**config.mk**
```make
export PLATFORM = sky130hd
export DESIGN_NAME = jump_issue_ctrl
export DESIGN_NICKNAME = d
export VERILOG_FILES = /design/src/rtl/jump_ctrl_pkg.sv /design/src/rtl/jump_watchdog.sv /design/src/rtl/jump_issue_ctrl.sv
export SDC_FILE = /design/constraint.sdc
export NUM_CORES = 1
export LEC_CHECK = 0
export CORE_AREA = 4 4 161 163
export DETAILED_ROUTE_END_ITERATION = 8
export DIE_AREA = 0 0 165 167
export PLACE_DENSITY = 0.76
export SYNTH_ARGS = -nofsm -noshare
export SYNTH_HDL_FRONTEND = slang
export SYNTH_SLANG_ARGS = --single-unit
```
**constraint.sdc**
```tcl
create_clock -name clk -period 2.1 [get_ports clk]
set_input_delay 0.21 -clock clk [delete_from_list [all_inputs] [get_ports clk]]
set_output_delay 0.21 -clock clk [all_outputs]
set_load 0.01 [all_outputs]
```
**src/rtl/jump_ctrl_pkg.sv**
```systemverilog
// Shared types and constants for the jump/branch issue controller.
package jump_ctrl_pkg;
    localparam int XLEN       = 32;
    localparam int REG_IDX_W  = 5;
    localparam int CMP_W      = 4;
    localparam int CMP_UNCOND = 0;
    localparam int WDOG_W     = 8;

    typedef enum logic [1:0] {
        ST_IDLE    = 2'd0,
        ST_ISSUE   = 2'd1,
        ST_WAIT    = 2'd2,
        ST_RESOLVE = 2'd3
    } state_e;

    typedef struct packed {
        logic                 jalr;
        logic [CMP_W-1:0]     cmp_ctrl;
        logic [XLEN-1:0]      rs1;
        logic [XLEN-1:0]      rs2;
        logic [XLEN-1:0]      imm;
        logic [XLEN-1:0]      pc;
        logic [REG_IDX_W-1:0] rd;
        logic                 wb;
    } jump_req_t;

    typedef struct packed {
        logic            is_jump;
        logic [XLEN-1:0] pc_jump;
        logic [XLEN-1:0] pc_wb;
    } jump_rsp_t;
endpackage

```
**src/rtl/jump_watchdog.sv**
```systemverilog
// Clear/enable/limit cycle counter for multi-cycle FU controllers.
module jump_watchdog #(
    parameter int W = 8
) (
    input  logic         clk,
    input  logic         rst_n,
    input  logic         clr_i,
    input  logic         en_i,
    input  logic [W-1:0] limit_i,
    output logic         hit_o
);
    logic [W-1:0] count_q, count_d;

    always_comb begin
        count_d = count_q;
        if (clr_i)
            count_d = '0;
        else if (en_i)
            count_d = count_q + W'(1);
    end

    // hit flags the enabled cycle whose increment reaches the limit
    assign hit_o = en_i && ((count_q + W'(1)) == limit_i);

    always_ff @(posedge clk) begin
        if (!rst_n)
            count_q <= '0;
        else
            count_q <= count_d;
    end
endmodule

```
**src/rtl/jump_issue_ctrl.sv**
```systemverilog
// Issue-side controller for the jump FU: buffer, one-shot enable, wait with
// watchdog, then redirect and rd writeback.
module jump_issue_ctrl
    import jump_ctrl_pkg::*;
#(
    parameter int TIMEOUT = 8
) (
    input  logic                 clk,
    input  logic                 rst_n,
    input  logic                 issue_valid,
    output logic                 issue_ready,
    input  logic                 issue_jalr,
    input  logic [CMP_W-1:0]     issue_cmp_ctrl,
    input  logic [XLEN-1:0]      issue_rs1,
    input  logic [XLEN-1:0]      issue_rs2,
    input  logic [XLEN-1:0]      issue_imm,
    input  logic [XLEN-1:0]      issue_pc,
    input  logic [REG_IDX_W-1:0] issue_rd,
    input  logic                 issue_wb,
    output logic                 fu_en,
    output logic                 fu_jalr,
    output logic [CMP_W-1:0]     fu_cmp_ctrl,
    output logic [XLEN-1:0]      fu_rs1,
    output logic [XLEN-1:0]      fu_rs2,
    output logic [XLEN-1:0]      fu_imm,
    output logic [XLEN-1:0]      fu_pc,
    input  logic                 fu_finish,
    input  logic                 fu_is_jump,
    input  logic [XLEN-1:0]      fu_pc_jump,
    input  logic [XLEN-1:0]      fu_pc_wb,
    output logic                 redirect_valid,
    output logic [XLEN-1:0]      redirect_pc,
    output logic                 wb_req,
    input  logic                 wb_ack,
    output logic [REG_IDX_W-1:0] wb_rd,
    output logic [XLEN-1:0]      wb_data,
    output logic                 fetch_stall,
    output logic                 timeout_err
);
    localparam logic [WDOG_W-1:0] WDOG_LIMIT = WDOG_W'(TIMEOUT);

    state_e    state_q, state_d;
    jump_req_t req_q, req_d;
    jump_rsp_t rsp_q, rsp_d;
    logic      first_q, first_d;
    logic      err_q, err_d;
    logic      wdog_clr, wdog_en, wdog_hit;

    assign wdog_clr = (state_q == ST_ISSUE);
    assign wdog_en  = (state_q == ST_WAIT) && !fu_finish;

    jump_watchdog #(.W(WDOG_W)) u_wdog (
        .clk     (clk),
        .rst_n   (rst_n),
        .clr_i   (wdog_clr),
        .en_i    (wdog_en),
        .limit_i (WDOG_LIMIT),
        .hit_o   (wdog_hit)
    );

    always_comb begin
        state_d = state_q;
        req_d   = req_q;
        rsp_d   = rsp_q;
        first_d = first_q;
        err_d   = err_q;
        case (state_q)
            ST_IDLE: begin
                if (issue_valid) begin
                    req_d.jalr     = issue_jalr;
                    req_d.cmp_ctrl = issue_cmp_ctrl;
                    req_d.rs1      = issue_rs1;
                    req_d.rs2      = issue_rs2;
                    req_d.imm      = issue_imm;
                    req_d.pc       = issue_pc;
                    req_d.rd       = issue_rd;
                    req_d.wb       = issue_wb;
                    state_d        = ST_ISSUE;
                end
            end
            ST_ISSUE: state_d = ST_WAIT;
            ST_WAIT: begin
                // a finish on the limit cycle takes priority over the timeout
                if (fu_finish) begin
                    rsp_d.is_jump = fu_is_jump;
                    rsp_d.pc_jump = fu_pc_jump;
                    rsp_d.pc_wb   = fu_pc_wb;
                    first_d       = 1'b1;
                    state_d       = ST_RESOLVE;
                end else if (wdog_hit) begin
                    err_d   = 1'b1;
                    state_d = ST_IDLE;
                end
            end
            ST_RESOLVE: begin
                first_d = 1'b0;
                if (!req_q.wb || wb_ack)
                    state_d = ST_IDLE;
            end
            default: state_d = ST_IDLE;
        endcase
    end

    always_ff @(posedge clk) begin
        if (!rst_n) begin
            state_q <= ST_IDLE;
            req_q   <= '0;
            rsp_q   <= '0;
            first_q <= 1'b0;
            err_q   <= 1'b0;
        end else begin
            state_q <= state_d;
            req_q   <= req_d;
            rsp_q   <= rsp_d;
            first_q <= first_d;
            err_q   <= err_d;
        end
    end

    assign issue_ready    = (state_q == ST_IDLE);
    assign fu_en          = (state_q == ST_ISSUE);
    assign fu_jalr        = req_q.jalr;
    assign fu_cmp_ctrl    = req_q.cmp_ctrl;
    assign fu_rs1         = req_q.rs1;
    assign fu_rs2         = req_q.rs2;
    assign fu_imm         = req_q.imm;
    assign fu_pc          = req_q.pc;
    assign redirect_valid = (state_q == ST_RESOLVE) && first_q && rsp_q.is_jump;
    assign redirect_pc    = rsp_q.pc_jump;
    assign wb_req         = (state_q == ST_RESOLVE) && req_q.wb;
    assign wb_rd          = req_q.rd;
    assign wb_data        = rsp_q.pc_wb;
    assign fetch_stall    = (state_q != ST_IDLE);
    assign timeout_err    = err_q;
endmodule
```
After elaboration in Yosys (flattened, before gate mapping):

Index checks and enable logic that the tools add are counted.

* register bits after elaboration: 216

* mux-type cells: 7
* bitwise gates (word level): 2
* reduce and logical (&&, ||, !) cells: 17
* add/subtract/negate cells: 1
* equality and inequality tests: 8

Operators with widths (number)
* adder 8 x 1 -> 8 bit, second input constant: 1
* == test 8 x 4 -> 1 bit, second input constant: 1
* 2-to-1 mux 2 bit: 4
* one-hot mux 2 bit (4 select lines): 1
* != test 2 bit, second input constant: 3
* AND reduction 2 bit: 3
* AND reduction 3 bit: 2
* logical AND 1 bit: 5
* == test 2 bit, second input constant: 2
* nonzero test 2 bit: 2
* != test 3 x 2 -> 1 bit, second input constant: 1
* == test 2 x 1 -> 1 bit, second input constant: 1
* zero test 1 bit: 2
* zero test 2 bit: 1
* NOT 1 bit: 2
* one-hot mux 1 bit (2 select lines): 1
* OR reduction 2 bit: 1
* logical OR 1 bit: 1
* 2-to-1 mux 1 bit: 1

Longest topological paths before layout:

Gate-level depths: netlist of the first run.

* word-level depth: 6
* mapped depth: 9

Hierarchy:

Synthesis of the first run repeated with hierarchy kept, for this count alone.

* cell total of the unflattened synthesis: 1213
* area, all modules: 9743.1 µm²

Modules (own cells, without submodules)
* jump_issue_ctrl: times used 1, seq. area each 4164.0 µm², cells each 1140, area each 9113.7 µm²
* jump_watchdog: times used 1, seq. area each 160.2 µm², cells each 73, area each 629.4 µm²

Least setup slack after synthesis of the first run:

No wires, ideal clock.

* kind: flip-flop to flip-flop
* start point: register state_q[0]
* end point: register req_q (netlist bit fu_imm[28])
* period minus slack after synthesis: 1477 ps
* data required time: 2034 ps
* slack: 623 ps
* data arrival time: 1412 ps
* cell stages (with the launch flop): 10
* path buffers: 4
* path through: dfxtp_1 buf_6 or2_4 inv_2 and2_1 buf_4 buf_12 buf_8 nand2_2 a21boi_2

* word-level cells in the longest chain between the ends: 2

Ends and longest elaborated chain
* start: declaration: RTL line jump_issue_ctrl.sv:42 `state_e state_q, state_d;`
* start signal: assignment: RTL line jump_issue_ctrl.sv:112 `state_q <= state_d;`
* zero test 2 bit
* named net issue_ready: RTL line jump_issue_ctrl.sv:11 `output logic issue_ready,`
* AND reduction 2 bit (no line)
* end signal: assignment: RTL line jump_issue_ctrl.sv:113 `req_q <= req_d;`
* end: declaration: RTL line jump_issue_ctrl.sv:43 `jump_req_t req_q, req_d;`

The timed path passes the listed nets, and every way through them passes these cells.
A chain may end at the register's enable or synchronous reset.

Worst setup path in the final report of the first run:

* start point: register state_q[0]
* end point: output port issue_ready

* word-level cells in the longest chain between the ends: 1

Ends and longest elaborated chain
* zero test 2 bit: RTL line jump_issue_ctrl.sv:120 `assign issue_ready = (state_q == ST_IDLE);`
* end: declaration: RTL line jump_issue_ctrl.sv:11

Every way passes these cells.

==> insert_results.sql, run 1 <==
INSERT INTO impl_metrics (metric_group, metric, value, unit) VALUES
('logic_synthesis', 'synth_mux_area_share', '0.217', '%'),
('logic_synthesis', 'synth_top_family_by_area', 'buffers and inverters', ''),
('place', 'detailedPlace.worstSlack', '0.320', 'ns'),
('timing', 'worst_slew_pin_slew', '0.395', 'ns'),
('floorplanning', 'horizontal_extent_of_the_die', '165', 'um'),
('clocking', 'hold_fix_buffer_count_after_cts', '0', ''),
('route', 'drt_first_iter_violations', '349', ''),
('logic_synthesis', 'synth-compound-area-share', '16.7', '%'),
('power', 'seq_power_share', '43.0', '%'),
('logic_synthesis', 'synth_enable_flop_cells', '0', ''),
('global_route', 'grt_pass1_wl', '40.6', 'mm'),
('power', 'power.leakage', '4.90', 'nW'),
('power', 'powerDensity', '768', 'nW/um^2'),
('floorplanning', 'start_util', '40.4', '%'),
('logic_synthesis', 'ys_async_sr_fraction', '0', '%'),
('logic_synthesis', 'yosys-top-cells-area', 'sky130_fd_sc_hd__dfxtp_1 44%, sky130_fd_sc_hd__nand2_1 16%, sky130_fd_sc_hd__buf_4 15%, sky130_fd_sc_hd__a21boi_0 8.0%, sky130_fd_sc_hd__a21boi_1 6.9%', ''),
('clocking', 'cts-buffers-inserted', '25', ''),
('floorplanning', 'floorplan.core_area', '24300', 'um^2'),
('timing', 'setup_ws', '0.0987', 'ns'),
('logic_synthesis', 'ys_types', '40', ''),
('clocking', 'post_cts_setup_repair_bufs', '0', ''),
('timing', 'hold_vio_cnt_final', '0', ''),
('clocking', 'cts.path.max_buffers', '3', ''),
('power', 'netSwitchingFraction', '24.7', '%'),
('power', 'switching_power', '2.57', 'mW'),
('power', 'power', '10.4', 'mW'),
('timing', 'slew_violations', '0', ''),
('logic_synthesis', 'netlist_top_cells_count', '407 x sky130_fd_sc_hd__nand2_1, 216 x sky130_fd_sc_hd__dfxtp_1, 202 x sky130_fd_sc_hd__buf_4', ''),
('global_route', 'grt_remaining_overflow', '0', ''),
('global_route', 'grt_usage', '18.1', '%'),
('timing', 'max_clock_freq', '500', 'MHz'),
('timing', 'period_share', '95.3', '%'),
('timing', 'fin_worst_skew', '0.00856', 'ns'),
('clocking', 'clock_tree.root_cell', 'sky130_fd_sc_hd__clkbuf_16', ''),
('global_route', 'maximum_number_of_pins_on_one_net_before_global_route_repair', '71', ''),
('logic_synthesis', 'area_fraction_in_and_or_nand_and_nor_cells_after_synthesis', '18.5', '%'),
('floorplanning', 'placementRows', '57', ''),
('place', 'dp_cells', '1654', ''),
('logic_synthesis', 'synthesis.area', '9820', 'um^2'),
('finish', 'drive_above_1_share', '6.40', '%'),
('finish', 'instances_no_fill', '1698', ''),
('floorplanning', 'ioPinCount', '417', ''),
('route', 'remaining_drc_errors', '0', ''),
('clocking', 'clock_latency', '0.51', 'ns'),
('route', 'viasPerCell', '4.61', ''),
('route', 'totalWireLength', '26.7', 'mm'),
('timing', 'timing.final.crit_period', '2.00', 'ns'),
('outcome', 'outcome', 'finished, final reports clean', ''),
('timing', 'final.setup.tns', '0', 'ns'),
('floorplanning', 'die-height', '167', 'um'),
('power', 'worst_ir_drop_vdd', '0.657', 'mV'),
('logic_synthesis', 'syn_inst_count', '1171', ''),
('place', 'port-buffer-count', '416', ''),
('clocking', 'path_clk_slew', '0.06', 'ns'),
('global_route', 'vias_in_the_first_global_route', '7662', ''),
('run', 'max_cap_violations', '0', ''),
('logic_synthesis', 'synthXorXnorAreaFrac', '0.625', '%'),
('global_route', 'number_of_antenna_violations_at_the_first_check_in_global_routing', '1', ''),
('timing', 'timing.slew.headroom', '73.7', '%'),
('logic_synthesis', 'netlist.top_cell.by_area', 'sky130_fd_sc_hd__dfxtp_1', ''),
('logic_synthesis', 'ys_warn_count', '0', ''),
('setup_path', 'end_kind', 'output port', ''),
('logic_synthesis', 'synthesized_flop_and_latch_total', '216', ''),
('power', 'power.internal', '7.82', 'mW'),
('timing', 'grt_setup_unrepaired', 'false', ''),
('timing', 'report.final.setup_viol', '0', ''),
('setup_path', 'regToRegSetupSlack', '0.37', 'ns'),
('logic_synthesis', 'syn_nets', '1382', ''),
('setup_path', 'crit_fanout', '9', ''),
('place', 'dp.final_hpwl', '19.3', 'mm'),
('power', 'clkPwrFrac', '40.1', '%');
[repair_timing]
item / in CTS / in global routing
pin swaps: 0 / 0
resized for setup: 1 / 1
hold endpoints to repair: 0 / 0
setup endpoints to repair: 2 / 2
[logic make-up after synthesis]
family | after synthesis
xor+xnor | 7
buf+inv | 273
mux | 2
fa+ha+maj | 2
compound gates | 214
flops | 216
simple gates | 457
[final cells by class]
cell class                 count  area, um^2
sequential                   216        4330
clock buffer                  32         702
inverter                       1        3.75
multi-input combinational    682        3580
timing repair buffer         431        4410
tap                          324         405
fill                        2219       10800
clock inverter                12        95.1
[flip-flops by register name, summed over array words and instances, names as in the netlist, 2 cells and up]
signal	flops
fu_imm	32
fu_rs1	32
u_wdog.count_q	8
wb_data	32
fu_cmp_ctrl	4
fu_pc	32
fu_rs2	32
wb_rd	5
state_q	2
redirect_pc	32
[metal layers]
| metal | track usage, % | up-vias | wire (um) | part of all wire (%) |
|---|---|---|---|---|
| met5 | 0 | - | 12 | 0.045 |
| met4 | 6.26 | 2 | 896 | 3.4 |
| met3 | 6.25 | 48 | 2740 | 10 |
| met2 | 32.8 | 306 | 13300 | 50 |
| met1 | 19.2 | 3582 | 9750 | 37 |
| li1 | - | 3895 | - | - |
[worst max-delay path: stages (launching register included)]
cell and delay [ns]:
sky130_fd_sc_hd__dfxtp_2 0.37, sky130_fd_sc_hd__or2_4 0.26, sky130_fd_sc_hd__inv_2 0.09, sky130_fd_sc_hd__clkdlybuf4s50_1 0.56
[layout by cell type (no fill, tap or decap), types with 3 or more instances in the layout]
master                            count
sky130_fd_sc_hd__nand2b_1             3
sky130_fd_sc_hd__buf_12              11
sky130_fd_sc_hd__nand4_1              4
sky130_fd_sc_hd__and3_1               4
sky130_fd_sc_hd__buf_4                5
sky130_fd_sc_hd__clkinv_2             8
sky130_fd_sc_hd__nand2_2             10
sky130_fd_sc_hd__clkdlybuf4s50_1    415
sky130_fd_sc_hd__dfxtp_1            214
sky130_fd_sc_hd__a21boi_0           105
sky130_fd_sc_hd__nor2_1              13
sky130_fd_sc_hd__clkbuf_16           25
sky130_fd_sc_hd__a21boi_2            10
sky130_fd_sc_hd__a21boi_1            90
sky130_fd_sc_hd__nand3_1              3
sky130_fd_sc_hd__xor2_1               6
sky130_fd_sc_hd__clkbuf_8             5
sky130_fd_sc_hd__nor2b_1              3
sky130_fd_sc_hd__nand2_1            406
[stage by stage]
stage / cell area [um^2] / hold slack, ns
finish: 13500 / 0.129
global route: 13500 / 0.150
CTS: 13500 / 0.111
detailed placement: 12700 / 0.444
global placement: 12700 / 0.440
floorplan: 9820 / 0.337
[power by group through the flow]
stage | logic, mW | registers [mW] | clock network [mW]
after floorplan | 1.06 | 4.52 | 0
after global placement | 1.77 | 4.54 | 0
after detailed placement | 1.78 | 4.55 | 0
after CTS | 1.79 | 4.46 | 4.30
after global routing | 1.91 | 4.49 | 4.46
final | 1.76 | 4.46 | 4.16
[path summary, 6_finish.rpt]
path                                         from     endpoint  cells after the start
worst min register to register          fu_pc[28]    fu_pc[28]                      2
worst max register to register  u_wdog.count_q[0]  timeout_err                      5
worst max-delay path                   state_q[0]  issue_ready                      3
worst min-delay path                        rst_n      first_q                      3
Power figures use the tool's default switching activity.
==> run 2: changes to the inputs <==
GPL_TIMING_DRIVEN = 0   (was unset)
==> insert_results.sql, run 2 (synthesis gave the netlist of run 1 again) <==
INSERT INTO impl_metrics (metric_group, metric, value, unit) VALUES
('outcome', 'outcome', 'finished, final reports clean', ''),
('route', 'remaining_drc_errors', '0', ''),
('timing', 'slew_violations', '0', ''),
('place', 'detailedPlace.worstSlack', '-0.224', 'ns'),
('finish', 'syn_to_final_growth', '55.4', '%'),
('timing', 'timing.slew.headroom', '47.2', '%'),
('run', 'max_cap_violations', '0', ''),
('min_path', 'hp-start', 'issue_rd[3]', ''),
('place', 'globalplace.congestion', '0.843', ''),
('min_path', 'min-delay-path-class', 'in2reg', ''),
('min_path', 'hold-path-endpoint', 'wb_rd[3]', ''),
('route', 'viasPerCell', '4.48', ''),
('place', 'dp.final_hpwl', '23.6', 'mm'),
('finish', 'final_cell_mix', '416 x sky130_fd_sc_hd__clkdlybuf4s50_1, 407 x sky130_fd_sc_hd__nand2_1, 216 x sky130_fd_sc_hd__dfxtp_1', ''),
('clocking', 'cts-buffers-inserted', '25', ''),
('setup_path', 'worstSetupStartpoint', 'state_q[0]', ''),
('clocking', 'clock_tree.root_cell', 'sky130_fd_sc_hd__clkbuf_16', ''),
('setup_path', 'cp.required', '1.89', 'ns'),
('clocking', 'path_clk_slew', '0.06', 'ns'),
('place', 'port-buffer-count', '416', ''),
('route', 'vias', '8780', ''),
('clocking', 'cts.path.max_buffers', '3', ''),
('place', 'placedInstanceArea', '14400', 'um^2'),
('floorplanning', 'start_util', '40.4', '%'),
('route', 'drt_first_iter_violations', '321', ''),
('finish', 'drive_above_1_share', '18.6', '%'),
('floorplanning', 'placementRows', '57', ''),
('global_route', 'grt_remaining_overflow', '0', ''),
('power', 'worst_ir_drop_vdd', '0.772', 'mV'),
('power', 'power.leakage', '6.09', 'nW'),
('finish', 'design_area', '15300', 'um^2'),
('timing', 'report.final.setup_viol', '0', ''),
('floorplanning', 'floorplan.core_area', '24300', 'um^2'),
('finish', 'instances_no_fill', '1959', ''),
('global_route', 'vias_in_the_first_global_route', '8710', ''),
('floorplanning', 'ioPinCount', '417', ''),
('timing', 'period_share', '96.4', '%'),
('clocking', 'hold_fix_buffer_count_after_cts', '0', ''),
('clocking', 'clock_latency', '0.52', 'ns'),
('clocking', 'cts_sinks', '216', ''),
('global_route', 'number_of_antenna_violations_at_the_first_check_in_global_routing', '3', ''),
('timing', 'worst_slew_pin_slew', '0.792', 'ns'),
('setup_path', 'worstReg2RegEnd', 'fu_imm[24]', ''),
('route', 'detail_route.wl_per_cell', '15.4', 'um'),
('clocking', 'post_cts_setup_repair_bufs', '0', ''),
('floorplanning', 'horizontal_extent_of_the_die', '165', 'um'),
('finish', 'num-nets-final', '1825', ''),
('route', 'totalWireLength', '30.1', 'mm'),
('setup_path', 'worst-endpoint-arrival', '1.81', 'ns'),
('timing', 'setup_ws', '0.0756', 'ns'),
('global_route', 'maximum_number_of_pins_on_one_net_before_global_route_repair', '13', ''),
('setup_path', 'crit_fanout', '9', ''),
('timing', 'hold_vio_cnt_final', '0', ''),
('finish', 'final_common_cell', 'sky130_fd_sc_hd__clkdlybuf4s50_1', ''),
('timing', 'max_clock_freq', '494', 'MHz'),
('route', 'dr.pass1.iters', '4', ''),
('global_route', 'grt_pass1_wl', '45.9', 'mm'),
('setup_path', 'setup.worst_path.class', 'reg2out', ''),
('place', 'dp_cells', '1911', ''),
('timing', 'timing.final.crit_period', '2.02', 'ns'),
('route', 'count_of_antenna_violating_nets_left_after_detailed_routing', '0', ''),
('timing', 'grt_setup_unrepaired', 'false', ''),
('setup_path', 'regToRegSetupSlack', '0.20', 'ns'),
('setup_path', 'worst_r2r_startpoint', 'state_q[1]', ''),
('global_route', 'grt_usage', '20.7', '%'),
('floorplanning', 'die-height', '167', 'um'),
('floorplanning', 'floorplan.die_area', '27600', 'um^2'),
('power', 'powerDensity', '728', 'nW/um^2'),
('min_path', 'worst_hold_path.num_cells', '3', ''),
('clocking', 'cts-htree-levels', '1', ''),
('timing', 'fin_worst_skew', '0.0120', 'ns'),
('clocking', 'cts_tree', 'done', ''),
('setup_path', 'reg2regPathDepth', '7', ''),
('setup_path', 'end_kind', 'output port', ''),
('setup_path', 'startpoint_type', 'register', ''),
('clocking', 'post_cts_resize_count', '0', '');
run 2: cell type report:
cell class	count	area (um^2)
inverters	1	3.75
repair buffers	416	4160
clock buffers	36	737
fillers	2082	9060
well taps	324	405
flip-flops and latches	216	4320
multi-input cells	682	3560
clock inverters	10	129
plain buffers	272	1930
diodes	2	5.00
run 2: report_power, final:
group | switching, mW | leakage (nW) | total [mW] | internal (mW)
registers | 0.119 | 1.76 | 4.46 | 4.34
clock network | 1.71 | 0.434 | 4.51 | 2.80
logic | 0.855 | 3.89 | 2.14 | 1.28
total | 2.69 | 6.09 | 11.1 | 8.42
run 2: metrics by stage:
step	utilization (%)	TNS, ns	power [mW]	hold WS, ns
after floorplan	-	0	5.58	0.337
after global placement	59.2	-9.75	6.67	0.441
after detailed placement	59.2	-18.77	6.70	0.445
after CTS	62.7	0	11.3	0.207
after global routing	62.7	0	11.6	0.215
final	62.7	0	11.1	0.234
run 2: per-layer routing:
metal / GRT usage (%) / vias to the layer above / wire, um
li1: - / 4428 / -
met1: 21.4 / 3982 / 11100
met2: 38.0 / 307 / 14900
met3: 8.11 / 61 / 3110
met4: 6.55 / 2 / 1010
met5: 0 / - / 13
run 2: how the worst max path moves through the flow:
stage	end	slack [ns]	depth (start not counted)
floorplan	fu_imm[28]	0.62	9
global placement	fu_pc[9]	-0.14	5
detailed placement	fu_pc[7]	-0.22	5
CTS	issue_ready	0.04	4
global route	redirect_valid	0.007	3
finish	issue_ready	0.08	4
run 2: worst max-delay path, cell delays in order (launching register included):
cell                              delay (ns)
sky130_fd_sc_hd__dfxtp_1                0.30
sky130_fd_sc_hd__buf_6                  0.13
sky130_fd_sc_hd__or2_4                  0.25
sky130_fd_sc_hd__inv_2                  0.06
sky130_fd_sc_hd__clkdlybuf4s50_1        0.55
==> run 3: changes to the inputs <==
MAX_ROUTING_LAYER = met4   (was unset)
==> insert_results.sql, run 3 (synthesis gave the netlist of run 1 again) <==
INSERT INTO impl_metrics (metric_group, metric, value, unit) VALUES
('outcome', 'outcome', 'finished, final reports clean', ''),
('power', 'worst_ir_drop_vdd', '0.768', 'mV'),
('min_path', 'min-delay-path-class', 'in2reg', ''),
('global_route', 'grt_pass1_wl', '45.7', 'mm'),
('finish', 'final_common_cell', 'sky130_fd_sc_hd__clkdlybuf4s50_1', ''),
('timing', 'fin_worst_skew', '0.0115', 'ns'),
('min_path', 'hp-start', 'issue_rd[3]', ''),
('clocking', 'hold_fix_buffer_count_after_cts', '0', ''),
('setup_path', 'crit_fanout', '9', ''),
('global_route', 'vias_in_the_first_global_route', '8769', ''),
('setup_path', 'end_kind', 'output port', ''),
('setup_path', 'startpoint_type', 'register', ''),
('global_route', 'number_of_antenna_violations_at_the_first_check_in_global_routing', '3', ''),
('timing', 'worst_slew_pin_slew', '0.785', 'ns'),
('setup_path', 'worstReg2RegEnd', 'fu_imm[4]', ''),
('clocking', 'cts_tree', 'done', ''),
('place', 'port-buffer-count', '416', ''),
('timing', 'hold_vio_cnt_final', '0', ''),
('setup_path', 'worst_r2r_startpoint', 'state_q[1]', ''),
('floorplanning', 'floorplan.core_area', '24300', 'um^2'),
('timing', 'grt_setup_unrepaired', 'false', ''),
('clocking', 'clock_tree.root_cell', 'sky130_fd_sc_hd__clkbuf_16', ''),
('place', 'dp.final_hpwl', '23.6', 'mm'),
('timing', 'timing.slew.headroom', '47.6', '%'),
('clocking', 'cts-htree-levels', '1', ''),
('floorplanning', 'die-height', '167', 'um'),
('global_route', 'grt_remaining_overflow', '0', ''),
('setup_path', 'worstSetupStartpoint', 'state_q[0]', ''),
('timing', 'slew_violations', '0', ''),
('timing', 'period_share', '96.4', '%'),
('route', 'dr.pass1.iters', '4', ''),
('finish', 'drive_above_1_share', '18.6', '%'),
('global_route', 'maximum_number_of_pins_on_one_net_before_global_route_repair', '13', ''),
('route', 'drt_first_iter_violations', '334', ''),
('route', 'count_of_antenna_violating_nets_left_after_detailed_routing', '0', ''),
('power', 'powerDensity', '728', 'nW/um^2'),
('global_route', 'grt_usage', '21.3', '%'),
('power', 'netSwitchingFraction', '24.2', '%'),
('place', 'globalplace.congestion', '0.856', ''),
('power', 'seq_power_share', '40.1', '%'),
('setup_path', 'setup.worst_path.class', 'reg2out', ''),
('power', 'power.leakage', '6.09', 'nW'),
('floorplanning', 'ioPinCount', '417', ''),
('route', 'remaining_drc_errors', '0', ''),
('clocking', 'post_cts_setup_repair_bufs', '0', ''),
('power', 'share_comb_of_total_power', '19.2', '%'),
('setup_path', 'crit_end', 'issue_ready', ''),
('timing', 'timing.final.crit_period', '2.02', 'ns'),
('route', 'viasPerCell', '4.47', ''),
('setup_path', 'cp.required', '1.89', 'ns'),
('setup_path', 'regToRegSetupSlack', '0.21', 'ns'),
('clocking', 'post_cts_resize_count', '0', ''),
('floorplanning', 'placementRows', '57', ''),
('power', 'clkPwrFrac', '40.6', '%'),
('route', 'vias', '8769', ''),
('clocking', 'clock_latency', '0.52', 'ns'),
('power', 'power.internal', '8.42', 'mW'),
('finish', 'syn_to_final_growth', '55.4', '%'),
('setup_path', 'worst-endpoint-arrival', '1.81', 'ns'),
('timing', 'whs', '0.234', 'ns'),
('power', 'switching_power', '2.69', 'mW'),
('floorplanning', 'horizontal_extent_of_the_die', '165', 'um'),
('finish', 'num-nets-final', '1825', ''),
('finish', 'post_layout_util', '62.7', '%'),
('run', 'max_cap_violations', '0', ''),
('clocking', 'cts.path.max_buffers', '3', ''),
('floorplanning', 'floorplan.die_area', '27600', 'um^2'),
('route', 'totalWireLength', '30.1', 'mm'),
('clocking', 'path_clk_slew', '0.06', 'ns'),
('timing', 'max_clock_freq', '494', 'MHz'),
('timing', 'report.final.setup_viol', '0', ''),
('route', 'detail_route.wl_per_cell', '15.3', 'um'),
('clocking', 'cts_sinks', '216', ''),
('min_path', 'worst_hold_path.num_cells', '3', ''),
('floorplanning', 'start_util', '40.4', '%'),
('finish', 'final_cell_mix', '416 x sky130_fd_sc_hd__clkdlybuf4s50_1, 407 x sky130_fd_sc_hd__nand2_1, 216 x sky130_fd_sc_hd__dfxtp_1', ''),
('clocking', 'cts-buffers-inserted', '25', ''),
('setup_path', 'reg2regPathDepth', '7', '');
[run 3: changes by cell type in the layout (fill, tap and decap cells not counted), sizes merged]
cell   change
diode      +1
[run 3: stage by stage]
step	setup TNS (ns)	power, mW	cell area (um^2)	worst slack (ns)	cells
2_1_floorplan	0	5.58	9820	0.623	1171
3_3_place_gp	-9.75	6.67	14400	-0.139	1911
3_5_place_dp	-18.77	6.70	14400	-0.224	1911
4_1_cts	0	11.3	15300	0.0398	1957
5_1_grt	0	11.6	15300	0.00723	1960
6_report	0	11.1	15300	0.0753	1960
[run 3: worst max-delay path: stages, from the launching register on]
cell                              delay, ns
sky130_fd_sc_hd__dfxtp_1               0.30
sky130_fd_sc_hd__buf_6                 0.13
sky130_fd_sc_hd__or2_4                 0.25
sky130_fd_sc_hd__inv_2                 0.06
sky130_fd_sc_hd__clkdlybuf4s50_1       0.55
[run 3: power groups by stage]
stage | registers [mW] | clock network (mW) | logic, mW
finish | 4.46 | 4.51 | 2.13
global route | 4.48 | 4.82 | 2.32
CTS | 4.46 | 4.65 | 2.17
detailed placement | 4.55 | 0 | 2.16
global placement | 4.54 | 0 | 2.13
floorplan | 4.52 | 0 | 1.06
[run 3: area by class of cell]
| cell class | instances | area (um^2) |
|---|---|---|
| tap | 324 | 405 |
| multi-input combinational | 682 | 3560 |
| timing repair buffer | 416 | 4160 |
| clock buffer | 36 | 737 |
| clock inverter | 10 | 129 |
| fill | 2081 | 9060 |
| antenna | 3 | 7.51 |
| buffer | 272 | 1930 |
| sequential | 216 | 4320 |
| inverter | 1 | 3.75 |
[run 3: layer usage]
layer | track usage [%] | wire (um) | vias up | share of wire, %
li1 | - | - | 4428 | -
met1 | 21.8 | 11200 | 3971 | 37
met2 | 38.0 | 14900 | 308 | 50
met3 | 7.51 | 3000 | 62 | 10
met4 | 6.55 | 1000 | 0 | 3.3
met5 | - | 0 | - | 0
[run 3: worst min-delay path by stage]
stage,to
final,wb_rd[3]
after global routing,fu_pc[9]
after CTS,wb_rd[3]
after detailed placement,fu_pc[2]
after global placement,wb_rd[2]
after floorplan,fu_imm[28]
